[src/rtl/dpi_flow_scheduler_pkg.sv]
// Shared types and defaults for the DPI flow scheduler.
// Holds the FSM state enum and sizing constants.
package dpi_flow_scheduler_pkg;

  localparam int NREQ_DEF = 4;
  localparam int NCTX_DEF = 16;
  localparam int SW_DEF   = 11;
  localparam int CW       = 4;

  typedef enum logic [1:0] {
    ST_IDLE,
    ST_LOAD,
    ST_STREAM,
    ST_SAVE
  } state_t;

endpackage

[src/rtl/dpi_flow_scheduler_arb.sv]
// Round-robin arbiter: first requester at or after ptr.
// Ports: req, ptr in; grant (one-hot), grant_idx out.
module rr_arbiter_nreq
  import dpi_flow_scheduler_pkg::*;
#(
  parameter int N  = NREQ_DEF,
  parameter int IW = $clog2(N)
) (
  input  logic [N-1:0]  req,
  input  logic [IW-1:0] ptr,
  output logic [N-1:0]  grant,
  output logic [IW-1:0] grant_idx
);

  logic [N-1:0] w_rot;

  // Rotate so bit k of w_rot is requester (ptr+k) mod N.
  assign w_rot = N'({req, req} >> ptr);

  always_comb begin
    grant     = '0;
    grant_idx = '0;
    // Descending scan: the lowest rotated position wins.
    for (int k = N - 1; k >= 0; k--) begin
      if (w_rot[k]) begin
        grant_idx = IW'((int'(ptr) + k) % N);
      end
    end
    if (|req) begin
      grant = N'(1) << grant_idx;
    end
  end

endmodule

[src/rtl/dpi_flow_scheduler.sv]
// Time-shares one DFA engine among byte-stream requesters per packet.
// Ports: req_* streams, clr_*, eng_* engine link, match_*, busy.
module dpi_flow_scheduler
  import dpi_flow_scheduler_pkg::*;
#(
  parameter int NREQ = NREQ_DEF,
  parameter int NCTX = NCTX_DEF,
  parameter int SW   = SW_DEF
) (
  input  logic               clk,
  input  logic               rst,
  input  logic [NREQ-1:0]    req_vld,
  input  logic [8*NREQ-1:0]  req_char,
  input  logic [NREQ-1:0]    req_last,
  input  logic [CW*NREQ-1:0] req_ctx,
  output logic [NREQ-1:0]    req_rdy,
  input  logic               clr_vld,
  input  logic [CW-1:0]      clr_ctx,
  output logic [7:0]         eng_char,
  output logic               eng_char_vld,
  output logic [SW-1:0]      eng_state_in,
  output logic               eng_state_in_vld,
  input  logic [SW-1:0]      eng_state_out,
  input  logic               eng_accept,
  output logic               match_vld,
  output logic [$clog2(NREQ)-1:0] match_req,
  output logic [CW-1:0]      match_ctx,
  output logic               busy
);

  localparam int GW = $clog2(NREQ);

  state_t         r_state;
  logic [GW-1:0]  r_ptr;
  logic [GW-1:0]  r_gnt;
  logic [CW-1:0]  r_ctx;
  logic [SW-1:0]  r_tbl [NCTX];
  logic           r_match_vld;
  logic [GW-1:0]  r_match_req;
  logic [CW-1:0]  r_match_ctx;

  logic [NREQ-1:0] w_arb_gnt;
  logic [GW-1:0]   w_arb_idx;
  logic [CW-1:0]   w_new_ctx;
  logic            w_g_vld;
  logic            w_g_last;
  logic [7:0]      w_g_char;
  logic            w_stream;
  logic            w_load;
  logic            w_beat;

  rr_arbiter_nreq #(
    .N  (NREQ),
    .IW (GW)
  ) u_arb (
    .req       (req_vld),
    .ptr       (r_ptr),
    .grant     (w_arb_gnt),
    .grant_idx (w_arb_idx)
  );

  always_comb begin
    w_g_vld   = 1'b0;
    w_g_last  = 1'b0;
    w_g_char  = '0;
    w_new_ctx = '0;
    for (int i = 0; i < NREQ; i++) begin
      if (GW'(i) == r_gnt) begin
        w_g_vld  = req_vld[i];
        w_g_last = req_last[i];
        w_g_char = req_char[8*i +: 8];
      end
      if (w_arb_gnt[i]) begin
        w_new_ctx = req_ctx[CW*i +: CW];
      end
    end
  end

  assign w_stream = (r_state == ST_STREAM);
  assign w_load   = (r_state == ST_LOAD);
  assign w_beat   = w_stream & w_g_vld;

  always_comb begin
    req_rdy = '0;
    for (int i = 0; i < NREQ; i++) begin
      req_rdy[i] = w_beat && (GW'(i) == r_gnt);
    end
  end

  assign eng_char         = w_stream ? w_g_char : 8'h00;
  assign eng_char_vld     = w_beat;
  // Table read sees the pre-clear value if a clear hits this edge.
  assign eng_state_in     = w_load ? r_tbl[r_ctx] : '0;
  assign eng_state_in_vld = w_load;
  assign match_vld        = r_match_vld;
  assign match_req        = r_match_req;
  assign match_ctx        = r_match_ctx;
  assign busy             = (r_state != ST_IDLE);

  always_ff @(posedge clk) begin
    if (rst) begin
      r_state     <= ST_IDLE;
      r_ptr       <= '0;
      r_gnt       <= '0;
      r_ctx       <= '0;
      r_match_vld <= 1'b0;
      r_match_req <= '0;
      r_match_ctx <= '0;
      for (int i = 0; i < NCTX; i++) begin
        r_tbl[i] <= '0;
      end
    end else begin
      r_match_vld <= w_beat && eng_accept;
      if (w_beat && eng_accept) begin
        r_match_req <= r_gnt;
        r_match_ctx <= r_ctx;
      end
      unique case (r_state)
        ST_IDLE: begin
          if (|req_vld) begin
            r_gnt   <= w_arb_idx;
            r_ctx   <= w_new_ctx;
            r_state <= ST_LOAD;
          end
        end
        ST_LOAD: r_state <= ST_STREAM;
        ST_STREAM: begin
          if (w_beat && w_g_last) begin
            r_state <= ST_SAVE;
          end
        end
        ST_SAVE: begin
          r_tbl[r_ctx] <= eng_state_out;
          r_ptr        <= GW'((int'(r_gnt) + 1) % NREQ);
          r_state      <= ST_IDLE;
        end
        default: r_state <= ST_IDLE;
      endcase
      // Placed last so a coincident clear overrides the SAVE write.
      if (clr_vld) begin
        r_tbl[clr_ctx] <= '0;
      end
    end
  end

endmodule

[config.mk]
export PLATFORM = sky130hd
export DESIGN_NAME = dpi_flow_scheduler
export DESIGN_NICKNAME = d
export VERILOG_FILES = /design/src/rtl/dpi_flow_scheduler_pkg.sv /design/src/rtl/dpi_flow_scheduler_arb.sv /design/src/rtl/dpi_flow_scheduler.sv
export SDC_FILE = /design/constraint.sdc
export NUM_CORES = 1
export LEC_CHECK = 0
export BUFFER_PORTS_ARGS = -buffer_cell sky130_fd_sc_hd__buf_2
export CORE_MARGIN = 3
export CORE_UTILIZATION = 59
export CTS_CLUSTER_DIAMETER = 200
export DETAILED_ROUTE_END_ITERATION = 16
export MAX_ROUTING_LAYER = met4
export PLACE_DENSITY = 0.8
export SKIP_LAST_GASP = 1
export SYNTH_ARGS = -nofsm -noshare
export SYNTH_HDL_FRONTEND = slang
export SYNTH_SLANG_ARGS = --single-unit
[constraint.sdc]
create_clock -name clk -period 2.2 [get_ports clk]
set_input_delay 0.44 -clock clk [delete_from_list [all_inputs] [get_ports clk]]
set_output_delay 0.44 -clock clk [all_outputs]
set_load 0.05 [all_outputs]
== Word level (Yosys, flattened, before mapping) ==
Memories as Yosys holds them, arrays and structs flattened. A register that Yosys moved wholly into a read port is not among the register bits.
Index checks and enable logic that the tools add are counted.

* Add/sub/neg operators: 4
* Equal/unequal tests: 8
* Shift-type cells: 2
* Multiplexer cells: 42
* Bitwise operators: 1
* Reduce and logical (&&, ||, !) cells: 14

{| class="wikitable"
|+ Operators with widths
! operator !! number
|-
| $mux W8 || 5
|-
| $mux W4 || 9
|-
| $mux W11 || 3
|-
| $reduce_or A11 Y1 || 2
|-
| $mux W1 || 18
|-
| $mux W2 || 6
|-
| $pmux W2 S4 || 1
|-
| $shr A8 B2 Y4 || 1
|-
| $logic_and A1 B1 Y1 || 6
|-
| $add A2 B1 Y2 const B || 2
|-
| $add A2 B2 Y2 const B || 2
|-
| $eq A2 B2 Y1 const A || 2
|-
| $eq A2 B2 Y1 const B || 2
|-
| $logic_not A2 Y1 || 2
|-
| $reduce_and A2 Y1 || 2
|-
| $reduce_or A4 Y1 || 1
|-
| $shl A1 B2 Y4 const A || 1
|-
| $eq A1 B2 Y1 const A || 1
|-
| $eq A2 B1 Y1 const B || 1
|-
| $ne A2 B1 Y1 const B || 1
|-
| $ne A2 B2 Y1 const B || 1
|-
| $reduce_bool A2 Y1 || 1
|-
| $and A1 B1 Y1 || 1
|}

* Register bits after elaboration: 17
* Memory bits (writable): 176
* Bits of input ports: 75
* Output and inout bits: 33
* Logic and storage cells: 79
* Memories: 1

{| class="wikitable"
|+ Memory list
! memory !! words !! bits a word !! read ports !! clocked after Yosys merged registers in !! wr ports !! RTL line !! text
|-
| r_tbl || 16 || 11 || 1 || 1 || 16 || dpi_flow_scheduler.sv:37 || <nowiki>logic [SW-1:0] r_tbl [NCTX];</nowiki>
|}

== Logic depth before layout (Yosys ltp) ==
Gate-level depths: netlist of the first run.

* Depth in word-level cells: 13
* Depth in mapped cells: 9
* Mapped depth without buffers: 7

== Cells and area by module ==
A second synthesis of the first run with hierarchy kept.

* Cells, all modules: 1220
* Area, all modules: 9897.0 µm²

{| class="wikitable"
|+ Modules (own cells, without submodules)
! module !! times used !! cells each !! area each (µm²) !! seq. area each (µm²)
|-
| dpi_flow_scheduler || 1 || 1192 || 9730.6 || 3943.8
|-
| rr_arbiter_nreq || 1 || 28 || 166.4 || 0.0
|}

== Least setup slack after synthesis of the first run ==
Ideal clock, no wire load.

* Path type: register -> output
* Start point: reg r_gnt[0]
* End point: out req_rdy[0]
* Data arrival time: 2984 ps
* Data required time: 1760 ps
* Setup slack: -1224 ps
* Cell stages (with the launch flop): 8
* Path buffers: 1
* Cells stage by stage: dfxtp_1 inv_1 ha_1 buf_2 nand3b_1 a221o_1 a21boi_0 and2_1

* Cells in the longest elaborated chain, start to end: 7

{| class="wikitable"
|+ Ends and longest elaborated chain
! element !! RTL line !! text
|-
| start: declaration || dpi_flow_scheduler.sv:35 || <nowiki>logic [GW-1:0] r_gnt;</nowiki>
|-
| start signal: assignment || dpi_flow_scheduler.sv:121 || <nowiki>r_gnt <= w_arb_idx;</nowiki>
|-
| $logic_not A2 Y1 || dpi_flow_scheduler.sv:68 || <nowiki>if (GW'(i) == r_gnt) begin</nowiki>
|-
| $mux W1 (3 in a row) || dpi_flow_scheduler.sv:68 ||
|-
| $mux W1 * || dpi_flow_scheduler.sv:68 ||
|-
| $and A1 B1 Y1 * || dpi_flow_scheduler.sv:81 || <nowiki>assign w_beat = w_stream & w_g_vld;</nowiki>
|-
| net eng_char_vld || dpi_flow_scheduler.sv:20 || <nowiki>output logic eng_char_vld,</nowiki>
|-
| $logic_and A1 B1 Y1 * || dpi_flow_scheduler.sv:86 || <nowiki>req_rdy[i] = w_beat && (GW'(i) == r_gnt);</nowiki>
|-
| end: declaration || dpi_flow_scheduler.sv:16 || <nowiki>output logic [NREQ-1:0] req_rdy,</nowiki>
|}

Mark *: on every way through the listed nets, which the timed path passes. The rest lies on a longest branch.

==> summary.md, run 1 <==
| Metric | Value |
|---|---|
| Status | `complete, but fails checks` |
| Failing checks | `negative setup slack` |
| Min-delay src | `req_ctx[7]` |
| Pin count of the biggest net entering global routing | `127` |
| Required time worst endpoint | `1760 ps` |
| End of the worst register-to-register path | `r_state[0]` |
| Overflow after GRT | `0` |
| Final setup violation count | `23` |
| Hold Vio Cnt, Final | `0` |
| Placer Congestion | `0.974` |
| DRT Wirelength | `34,100 um` |
| Peak supply drop | `0.768 mV` |
| Max Slew Vio Count | `0` |
| Core area | `0.0166 mm2` |
| Final worst path period need | `2630 ps` |
| Critical Path End Type | `output pin` |
| Placed insts | `1,448` |
| Post-Syn Area | `0.0100 mm2` |
| Final Cycle Share | `1.20` |
| Drt drc | `0` |
| Register area share after synthesis | `0.394` |
| Synth async-reset ratio | `0` |
| Worst r2r src | `r_gnt[1]` |
| Post-synth top flop | `dfxtp_1` |
| RSZ-0062 raised after global routing | `yes` |
| Final setup skew | `9.76 ps` |
| H-tree Lvls | `4` |
| Cell type with the largest total area after synthesis | `dfxtp_1` |
| Top post-synthesis cells by area | `dfxtp_1 39%, nand3b_1 14%, mux4_2 9.9%, a21oi_1 9.7%, nand2_1 8.3%` |
| All-Layer GR Usage | `0.378` |
| Non-filler cells, final | `1,492` |
| WHS Path Cells | `3` |
| Syn_area_per_cell | `8.52 um2` |
| Ant diodes | `0` |
| Routed len/inst | `22.9 um` |
| Synth cell types | `39` |
| Yosys top cell area share | `0.394` |
| Yosys warns | `0` |
| Max-Cap Viols | `0` |
| Worst-path fanout max | `5` |
| Place WS | `30.6 ps` |
| Least-Margin Pin Slew | `965 ps` |
| Initial antenna violation count | `0` |
| Fill cells | `1,176` |
| Nets | `1,343` |
| WP data arrival | `2190 ps` |
| Detailed Routing Iterations Pass 1 | `6` |
| Pwr Density | `780 mW/mm2` |
| Rel. slew slack | `0.357` |
| TritonCTS buffer count | `17` |
| Most frequent cells in the layout | `221 x nand2_1, 192 x dfxtp_1, 191 x a21oi_1` |
| DIE HEIGHT | `136 um` |
| Max Fclk | `0.380 GHz` |
| Layout cells sized above 1 | `0.247` |
| Hold endpoint | `r_ctx[3]` |
| Clk buf depth | `2` |
| ANT nets after route | `0` |
| Leak pwr | `4.26 nW` |
| Global-route wire length before repair | `52,400 um` |
| Cells on worst reg2reg path | `9` |
| DR vias/cell | `6.61` |
| Worst setup SP type | `register` |
| Post-Syn Nets | `1,260` |
| Worst hold-check path type | `in -> reg` |
| Flop and latch count out of synthesis | `197` |
| Clk sinks | `197` |
| Io pins | `108` |
| CTS tree | `built` |
| Number of synthesized flops with an enable pin | `0` |
| Starting Density | `0.604` |
| Chip width | `136 um` |
| Post-DP HPWL | `22,100 um` |
| Via count | `9,855` |
| Num rows | `47` |
| IO buf count | `107` |
| P&R area growth vs syn | `21.6%` |
| Crit Path Class | `reg -> out` |
| Vias in the first global route | `9,290` |
| Root Buffer | `clkbuf_16` |
| Most common cell after layout, fill and taps aside | `nand2_1` |
| Reg clk slew, reported paths | `80 ps` |
| Worst skew pair latency | `440 ps` |
| R2R setup slack | `60 ps` |
| Die area | `0.0186 mm2` |
| Final WS setup | `-434 ps` |
| Synth Instances | `1,176` |
| Initial DRC Count | `1,358` |
through the flow:
step	area (um2)	utilization	hold slack, ps	setup TNS [ps]	power [mW]
floorplan	10200	-	458	-274	5.33
global placement	11100	0.669	472	0	5.91
detailed placement	11100	0.669	477	0	5.95
CTS	12100	0.730	272	-6530	9.39
global route	12200	0.735	299	-8430	9.81
finish	12200	0.735	280	-6760	9.51
metal layers:
layer	share of wire	vias to the layer above	track usage
met5	0	-	-
met4	0.056	0	0.192
met3	0.12	171	0.113
met2	0.44	719	0.550
met1	0.38	4668	0.479
li1	-	4297	-
registers in the layout, summed over array words and instances (netlist names), named ones only:
name	flops
match_ctx	4
r_ptr	2
r_gnt	2
r_tbl	176
match_vld	1
r_state	2
match_req	2
r_ctx	4
power by group:
part,switching [mW],internal [mW]
combinational,1.37,1.16
clock,1.48,1.70
sequential,0.130,3.66
cells by family after synthesis:
group	synth area share
AOI/OAI and AO/OA	0.137
adders and majority gates	0.0112
buffers and inverters	0.0521
DFF	0.394
muxes	0.131
and+or+nand+nor	0.275
worst max-delay path, stage by stage, from the launching register on:
cell	delay [ps]
dfxtp_4	420
buf_12	140
buf_16	120
mux4_2	540
mux2i_1	230
o22ai_2	120
buf_6	180
timing repair:
| item | 4_1_cts | 5_1_grt |
|---|---|---|
| buffers inserted | 4 | 3 |
| hold buffers | 0 | 0 |
| endpoints found under the setup margin | 23 | 27 |
| gates cloned | 5 | 0 |
| pin swaps | 17 | 3 |
| gates resized for setup | 87 | 17 |
worst max path at each step:
stage | from | end | slack (ps) | cells past startpoint
2_1_floorplan | r_gnt[0] | req_rdy[0] | -140 | 7
3_3_place_gp | register | eng_state_in[8] | 50 | 6
3_5_place_dp | register | eng_state_in[3] | 30 | 6
4_1_cts | register | eng_state_in[8] | -390 | 6
5_1_grt | register | eng_state_in[10] | -470 | 6
6_report | register | eng_state_in[9] | -430 | 6
cells in the mapped netlist (9+ instances only):
| library cell | instances |
|---|---|
| nand2_1 | 221 |
| dfxtp_1 | 197 |
| a21oi_1 | 194 |
| nand3b_1 | 186 |
| clkbuf_1 | 98 |
| nor2_1 | 49 |
| mux4_2 | 44 |
| mux2i_1 | 32 |
| buf_2 | 21 |
| o22ai_1 | 13 |
| nor2b_1 | 11 |
| nor3_1 | 11 |
| and2_1 | 10 |
| nand2b_1 | 10 |
| ha_1 | 9 |
| inv_1 | 9 |
| o21ai_0 | 9 |
cell type report:
cell class	count	area, um2	share of cell area
clock buffers	17	425	0.0349
clock inverters	15	168	0.0138
inverters	9	36.3	0.00298
multi-input cells	847	5800	0.475
flip-flops and latches	197	3960	0.324
well taps	220	275	0.0226
repair buffers	187	1530	0.126
Note: power is estimated with default switching activity, not from simulation.
==> run 2, diff against run 1 <==
--- a/config.mk
+++ b/config.mk
@@ -16,3 +16,4 @@
 export SYNTH_ARGS = -nofsm -noshare
 export SYNTH_HDL_FRONTEND = slang
 export SYNTH_SLANG_ARGS = --single-unit
+export TNS_END_PERCENT = 50
==> summary.md, run 2 (synthesis gave the netlist of run 1 again) <==
| Metric | Value |
|---|---|
| Status | `complete, but fails checks (unchanged)` |
| Die area | `0.0186 mm2 (unchanged)` |
| Root Buffer | `clkbuf_16 (unchanged)` |
| Final setup violation count | `24 (was 23)` |
| Most common cell after layout, fill and taps aside | `nand2_1 (unchanged)` |
| WP data arrival | `2210 ps (was 2190 ps)` |
| Peak supply drop | `0.664 mV (was 0.768 mV)` |
| Hold Slack | `295 ps (was 280 ps)` |
| Max Slew Vio Count | `0 (unchanged)` |
| Most frequent cells in the layout | `221 x nand2_1, 193 x dfxtp_1, 191 x a21oi_1 (was 221 x nand2_1, 192 x dfxtp_1, 191 x a21oi_1)` |
| Core area | `0.0166 mm2 (unchanged)` |
| Io pins | `108 (unchanged)` |
| Clock power share | `0.333 (was 0.335)` |
| Critical Path End Type | `output pin (unchanged)` |
| Least-Margin Pin Slew | `1030 ps (was 965 ps)` |
| Via count | `9,551 (was 9,855)` |
| Placer Congestion | `0.916 (was 0.974)` |
| Nets | `1,340 (was 1,343)` |
| All-Layer GR Usage | `0.347 (was 0.378)` |
| Routed len/inst | `21.6 um (was 22.9 um)` |
| Max Fclk | `0.377 GHz (was 0.380 GHz)` |
| Ant diodes | `0 (unchanged)` |
| Final worst path period need | `2650 ps (was 2630 ps)` |
| Design Area, Final | `0.0121 mm2 (was 0.0122 mm2)` |
| Required time worst endpoint | `1760 ps (about the same)` |
| Non-filler cells, final | `1,489 (was 1,492)` |
| NetSw | `2.85 mW (was 2.99 mW)` |
| Sw Ratio | `0.309 (was 0.314)` |
| Vias in the first global route | `8,777 (was 9,290)` |
| Pwr Total | `9.23 mW (was 9.51 mW)` |
| Reg clk slew, reported paths | `70 ps (was 80 ps)` |
| IO buf count | `107 (unchanged)` |
| Max-Cap Viols | `0 (unchanged)` |
| Pin count of the biggest net entering global routing | `129 (was 127)` |
| Detailed Routing Iterations Pass 1 | `5 (was 6)` |
| Largest register FFs | `176 (unchanged)` |
| P&R area growth vs syn | `20.4% (was 21.6%)` |
| Placed insts | `1,450 (was 1,448)` |
| Fill cells | `1,210 (was 1,176)` |
| DR vias/cell | `6.41 (was 6.61)` |
| Internal power | `6.37 mW (was 6.52 mW)` |
| Chip width | `136 um (unchanged)` |
| Worst-path fanout max | `5 (unchanged)` |
| Cells on worst reg2reg path | `6 (was 9)` |
| DRT Wirelength | `32,200 um (was 34,100 um)` |
| Hold Vio Cnt, Final | `0 (unchanged)` |
| Sequential share of power | `0.412 (was 0.399)` |
| Combinational fraction of design power | `0.256 (was 0.266)` |
| Clk buf depth | `2 (unchanged)` |
| CTS tree | `built (unchanged)` |
| WHS Path Cells | `3 (unchanged)` |
| Clk sinks | `197 (unchanged)` |
| Drt drc | `0 (unchanged)` |
| Starting Density | `0.604 (unchanged)` |
| Leak pwr | `4.19 nW (was 4.26 nW)` |
| Final setup skew | `10.2 ps (was 9.76 ps)` |
| Num rows | `47 (unchanged)` |
| H-tree Lvls | `4 (unchanged)` |
| Rel. slew slack | `0.315 (was 0.357)` |
| Initial antenna violation count | `0 (unchanged)` |
| Post-DP HPWL | `20,600 um (was 22,100 um)` |
| Global-route wire length before repair | `48,300 um (was 52,400 um)` |
| ANT nets after route | `0 (unchanged)` |
| DIE HEIGHT | `136 um (unchanged)` |
| Failing checks | `negative setup slack (unchanged)` |
| Initial DRC Count | `1,404 (was 1,358)` |
| Crit Path Class | `reg -> out (unchanged)` |
| Pwr Density | `764 mW/mm2 (was 780 mW/mm2)` |
| Top reg by flops | `r_tbl (unchanged)` |
| Worst setup SP type | `register (unchanged)` |
| Placed inst area | `0.0111 mm2 (about the same)` |
| RSZ-0062 raised after global routing | `yes (unchanged)` |
| Overflow after GRT | `0 (unchanged)` |
| Layout cells sized above 1 | `0.240 (was 0.247)` |
| TritonCTS buffer count | `17 (unchanged)` |
| Final setup TNS | `-6920 ps (was -6760 ps)` |
| Worst skew pair latency | `440 ps (about the same)` |
| Final WS setup | `-450 ps (was -434 ps)` |
| Worst hold-check path type | `in -> reg (unchanged)` |
| Final Cycle Share | `1.20 (about the same)` |
==> run 2: cell types whose count changed in the layout (fill, tap and decap cells not counted), moves of 4 or more <==
| cell | change |
|---|---|
| buf_8 | -5 |
| mux2i_1 | -5 |
| and2_1 | +4 |
| and2_4 | -4 |
==> run 2: worst paths after layout <==
path	start	end	slack [ps]
worst min register to register	r_tbl[0][8]	r_tbl[0][8]	490
worst max-delay path	register	eng_state_in[4]	-450
worst min-delay path	req_ctx[6]	register	290
worst max register to register	r_state[1]	r_tbl[15][9]	100
==> run 2: worst max-delay path, cell delays in order (launching register included) <==
cell,delay (ps)
dfxtp_4,400
buf_12,140
clkbuf_16,150
mux4_2,520
mux2i_2,280
o22ai_4,120
buf_6,170
==> run 2: final cells by class <==
| class | count | area, um2 | area share |
|---|---|---|---|
| repair buffers | 184 | 1430 | 0.118 |
| clock buffers | 20 | 437 | 0.0362 |
| well taps | 220 | 275 | 0.0228 |
| inverters | 9 | 36.3 | 0.00301 |
| clock inverters | 12 | 131 | 0.0109 |
| flip-flops and latches | 197 | 3960 | 0.328 |
| multi-input cells | 847 | 5810 | 0.481 |
==> run 2: layer usage <==
layer	GRT usage	vias to the layer above	part of all wire	wire length [um]
met5	-	-	0	0
met3	0.0777	137	0.085	2730
met4	0.175	0	0.053	1720
li1	-	4287	-	-
met2	0.536	566	0.49	15600
met1	0.428	4561	0.38	12100
==> run 2: power groups by stage <==
stage | logic (mW) | registers, mW | clock network (mW)
after detailed placement | 2.04 | 3.86 | 0
final | 2.36 | 3.80 | 3.07
after floorplan | 1.52 | 3.80 | 0
after CTS | 2.17 | 3.79 | 3.06
after global routing | 2.50 | 3.81 | 3.23
after global placement | 2.01 | 3.86 | 0
==> run 2: what timing repair did <==
item | 4_1_cts | 5_1_grt
gates cloned | 2 | 2
pin swaps | 2 | 20
setup buffers | 2 | 2
endpoints found under the setup margin | 23 | 39
endpoints found under the hold margin | 0 | 0
gates resized for setup | 35 | 63
hold buffers | 0 | 0
==> run 2: per-stage QoR <==
step | setup WS (ps) | utilization
6_report | -450 | 0.728
5_1_grt | -476 | 0.728
4_1_cts | -382 | 0.714
3_5_place_dp | 24.0 | 0.668
3_3_place_gp | 54.9 | 0.668
2_1_floorplan | -135 | -
==> run 3, diff against run 2 <==
--- a/config.mk
+++ b/config.mk
@@ -12,6 +12,7 @@
 export DETAILED_ROUTE_END_ITERATION = 16
 export MAX_ROUTING_LAYER = met4
 export PLACE_DENSITY = 0.8
+export SETUP_SLACK_MARGIN = 0.15
 export SKIP_LAST_GASP = 1
 export SYNTH_ARGS = -nofsm -noshare
 export SYNTH_HDL_FRONTEND = slang
==> summary.md, run 3 (synthesis gave the netlist of run 1 again) <==
| Metric | Value |
|---|---|
| Global-route wire length before repair | `49,600 um (was 48,300 um)` |
| Placer Congestion | `0.899 (was 0.916)` |
| DIE HEIGHT | `136 um (unchanged)` |
| RSZ-0062 raised after global routing | `yes (unchanged)` |
| Status | `complete, but fails checks (unchanged)` |
| Worst setup SP type | `register (unchanged)` |
| Pwr Density | `784 mW/mm2 (was 764 mW/mm2)` |
| Failing checks | `negative setup slack (unchanged)` |
| Layout cells sized above 1 | `0.262 (was 0.240)` |
| Die area | `0.0186 mm2 (unchanged)` |
| Overflow after GRT | `0 (unchanged)` |
| Placed inst area | `0.0111 mm2 (about the same)` |
| H-tree Lvls | `4 (unchanged)` |
| ANT nets after route | `0 (unchanged)` |
| Max-Cap Viols | `0 (unchanged)` |
| DR vias/cell | `6.55 (was 6.41)` |
| TritonCTS buffer count | `17 (unchanged)` |
| M1 WL | `12,500 um (was 12,100 um)` |
| Clk sinks | `197 (unchanged)` |
| Pwr Total | `9.70 mW (was 9.23 mW)` |
| DRT Wirelength | `32,900 um (was 32,200 um)` |
| Crit path max-delay cell type | `mux4_2 (unchanged)` |
| Critical Path Max Stage Delay | `580 ps (was 520 ps)` |
| Pin count of the biggest net entering global routing | `188 (was 129)` |
| Least-Margin Pin Slew | `655 ps (was 1030 ps)` |
| Peak supply drop | `0.599 mV (was 0.664 mV)` |
| CTS tree | `built (unchanged)` |
| Nets | `1,341 (was 1,340)` |
| Routed wl met3 | `3410 um (was 2730 um)` |
| Io pins | `108 (unchanged)` |
| Top Layer Used | `met4 (unchanged)` |
| Final worst path period need | `2620 ps (was 2650 ps)` |
| Largest register FFs | `176 (unchanged)` |
| Final Cycle Share | `1.19 (was 1.20)` |
| Final setup TNS | `-7200 ps (was -6920 ps)` |
| Worst skew pair latency | `440 ps (about the same)` |
| Most common cell after layout, fill and taps aside | `nand2_1 (unchanged)` |
| Initial antenna violation count | `0 (unchanged)` |
| Starting Density | `0.604 (unchanged)` |
| Crit-path cells | `buf_12 -> mux4_2 -> mux2i_4 -> o22ai_4 -> buf_4 (was buf_12 -> clkbuf_16 -> mux4_2 -> mux2i_2 -> o22ai_4 -> buf_6)` |
| Critical Path End Type | `output pin (unchanged)` |
| Non-filler cells, final | `1,489 (unchanged)` |
| Post-CTS Hold Fix Bufs | `0 (unchanged)` |
| Top delay family on crit path | `multiplexers (unchanged)` |
| Final setup skew | `9.70 ps (was 10.2 ps)` |
| Min-delay src | `req_ctx[7] (was req_ctx[6])` |
| Worst r2r src | `r_gnt[1] (was r_state[1])` |
| Drt drc | `0 (unchanged)` |
| Required time worst endpoint | `1760 ps (about the same)` |
| Root Buffer | `clkbuf_16 (unchanged)` |
| P&R area growth vs syn | `23.4% (was 20.4%)` |
| Leak pwr | `4.26 nW (was 4.19 nW)` |
| Routed len/inst | `22.1 um (was 21.6 um)` |
| Worst hold-check path type | `in -> reg (unchanged)` |
| Worst-path fanout max | `13 (was 5)` |
| Max Fclk | `0.381 GHz (was 0.377 GHz)` |
| Clk buf depth | `2 (unchanged)` |
| Reg clk slew, reported paths | `70 ps (about the same)` |
| Hold Slack | `280 ps (was 295 ps)` |
| Hold Vio Cnt, Final | `0 (unchanged)` |
| Buf/Inv on CP | `2 (was 3)` |
| Core area | `0.0166 mm2 (unchanged)` |
| Rel. slew slack | `0.563 (was 0.315)` |
| All-Layer GR Usage | `0.356 (was 0.347)` |
| R2R setup slack | `160 ps (was 100 ps)` |
| Num rows | `47 (unchanged)` |
| Most frequent cells in the layout | `215 x nand2_1, 192 x dfxtp_1, 186 x nand3b_1, 186 x a21oi_1, 82 x buf_2 (was 221 x nand2_1, 193 x dfxtp_1, 191 x a21oi_1)` |
| Via count | `9,748 (was 9,551)` |
| Vias in the first global route | `9,058 (was 8,777)` |
| Initial DRC Count | `1,375 (was 1,404)` |
| WP data arrival | `2180 ps (was 2210 ps)` |
| Placed insts | `1,442 (was 1,450)` |
| Max Slew Vio Count | `0 (unchanged)` |
| Chip width | `136 um (unchanged)` |
| Detailed Routing Iterations Pass 1 | `7 (was 5)` |
| Design Area, Final | `0.0124 mm2 (was 0.0121 mm2)` |
| Final WS setup | `-424 ps (was -450 ps)` |
| Met2 WL | `15,800 um (was 15,600 um)` |
| Final setup violation count | `23 (was 24)` |
| IO buf count | `107 (unchanged)` |
| Post-DP HPWL | `20,200 um (was 20,600 um)` |
| Crit Path Class | `reg -> out (unchanged)` |
| Ant diodes | `0 (unchanged)` |
| Top reg by flops | `r_tbl (unchanged)` |
-- run 3: area by class of cell --
type                            count  area [um2]
Multi-Input combinational cell    847        6040
Fill cell                        1147        4210
Sequential cell                   197        3960
Timing Repair Buffer              185        1420
Clock buffer                       19         453
Tap cell                          220         275
Clock inverter                     12         176
Inverter                            9        38.8
-- run 3: timing repair --
| item | in CTS | in global routing |
|---|---|---|
| pin swaps | 25 | 4 |
| setup buffers | 11 | 2 |
| cloned | 3 | 0 |
| endpoints found under the hold margin | 0 | 0 |
| endpoints found under the setup margin | 70 | 164 |
| resized for setup | 96 | 22 |
-- run 3: final timing paths --
check	depth (start not counted)	end
min reg2reg	2	r_tbl[7][8]
min	3	r_ctx[3]
max reg2reg	9	r_state[0]
max	5	eng_state_in[2]
-- run 3: metrics by stage --
| step | utilization | setup slack, ps |
|---|---|---|
| after CTS | 0.740 | -416 |
| after floorplan | - | -80.5 |
| after detailed placement | 0.670 | -52.7 |
| final | 0.746 | -424 |
| after global routing | 0.746 | -465 |
| after global placement | 0.670 | 18.5 |
-- run 3: report_power, final --
group	switching [mW]	internal [mW]	leakage, nW
clock network	1.40	1.96	0.306
registers	0.153	3.67	1.59
logic	1.42	1.10	2.36
total	2.97	6.73	4.26
-- run 3: layer usage --
layer	track usage	vias to the layer above
li1	-	4297
met1	0.457	4683
met2	0.572	658
met3	0.0681	110
met4	0.112	0
met5	-	-
-- run 3: worst register-to-register path, stage by stage, from the launching register on --
cell and delay [ps]:
dfxtp_4 360, inv_4 80, ha_4 160, buf_6 100
a21oi_2 40, a221o_1 380, buf_4 180, a211o_1 300
a21o_1 180, a211oi_2 190
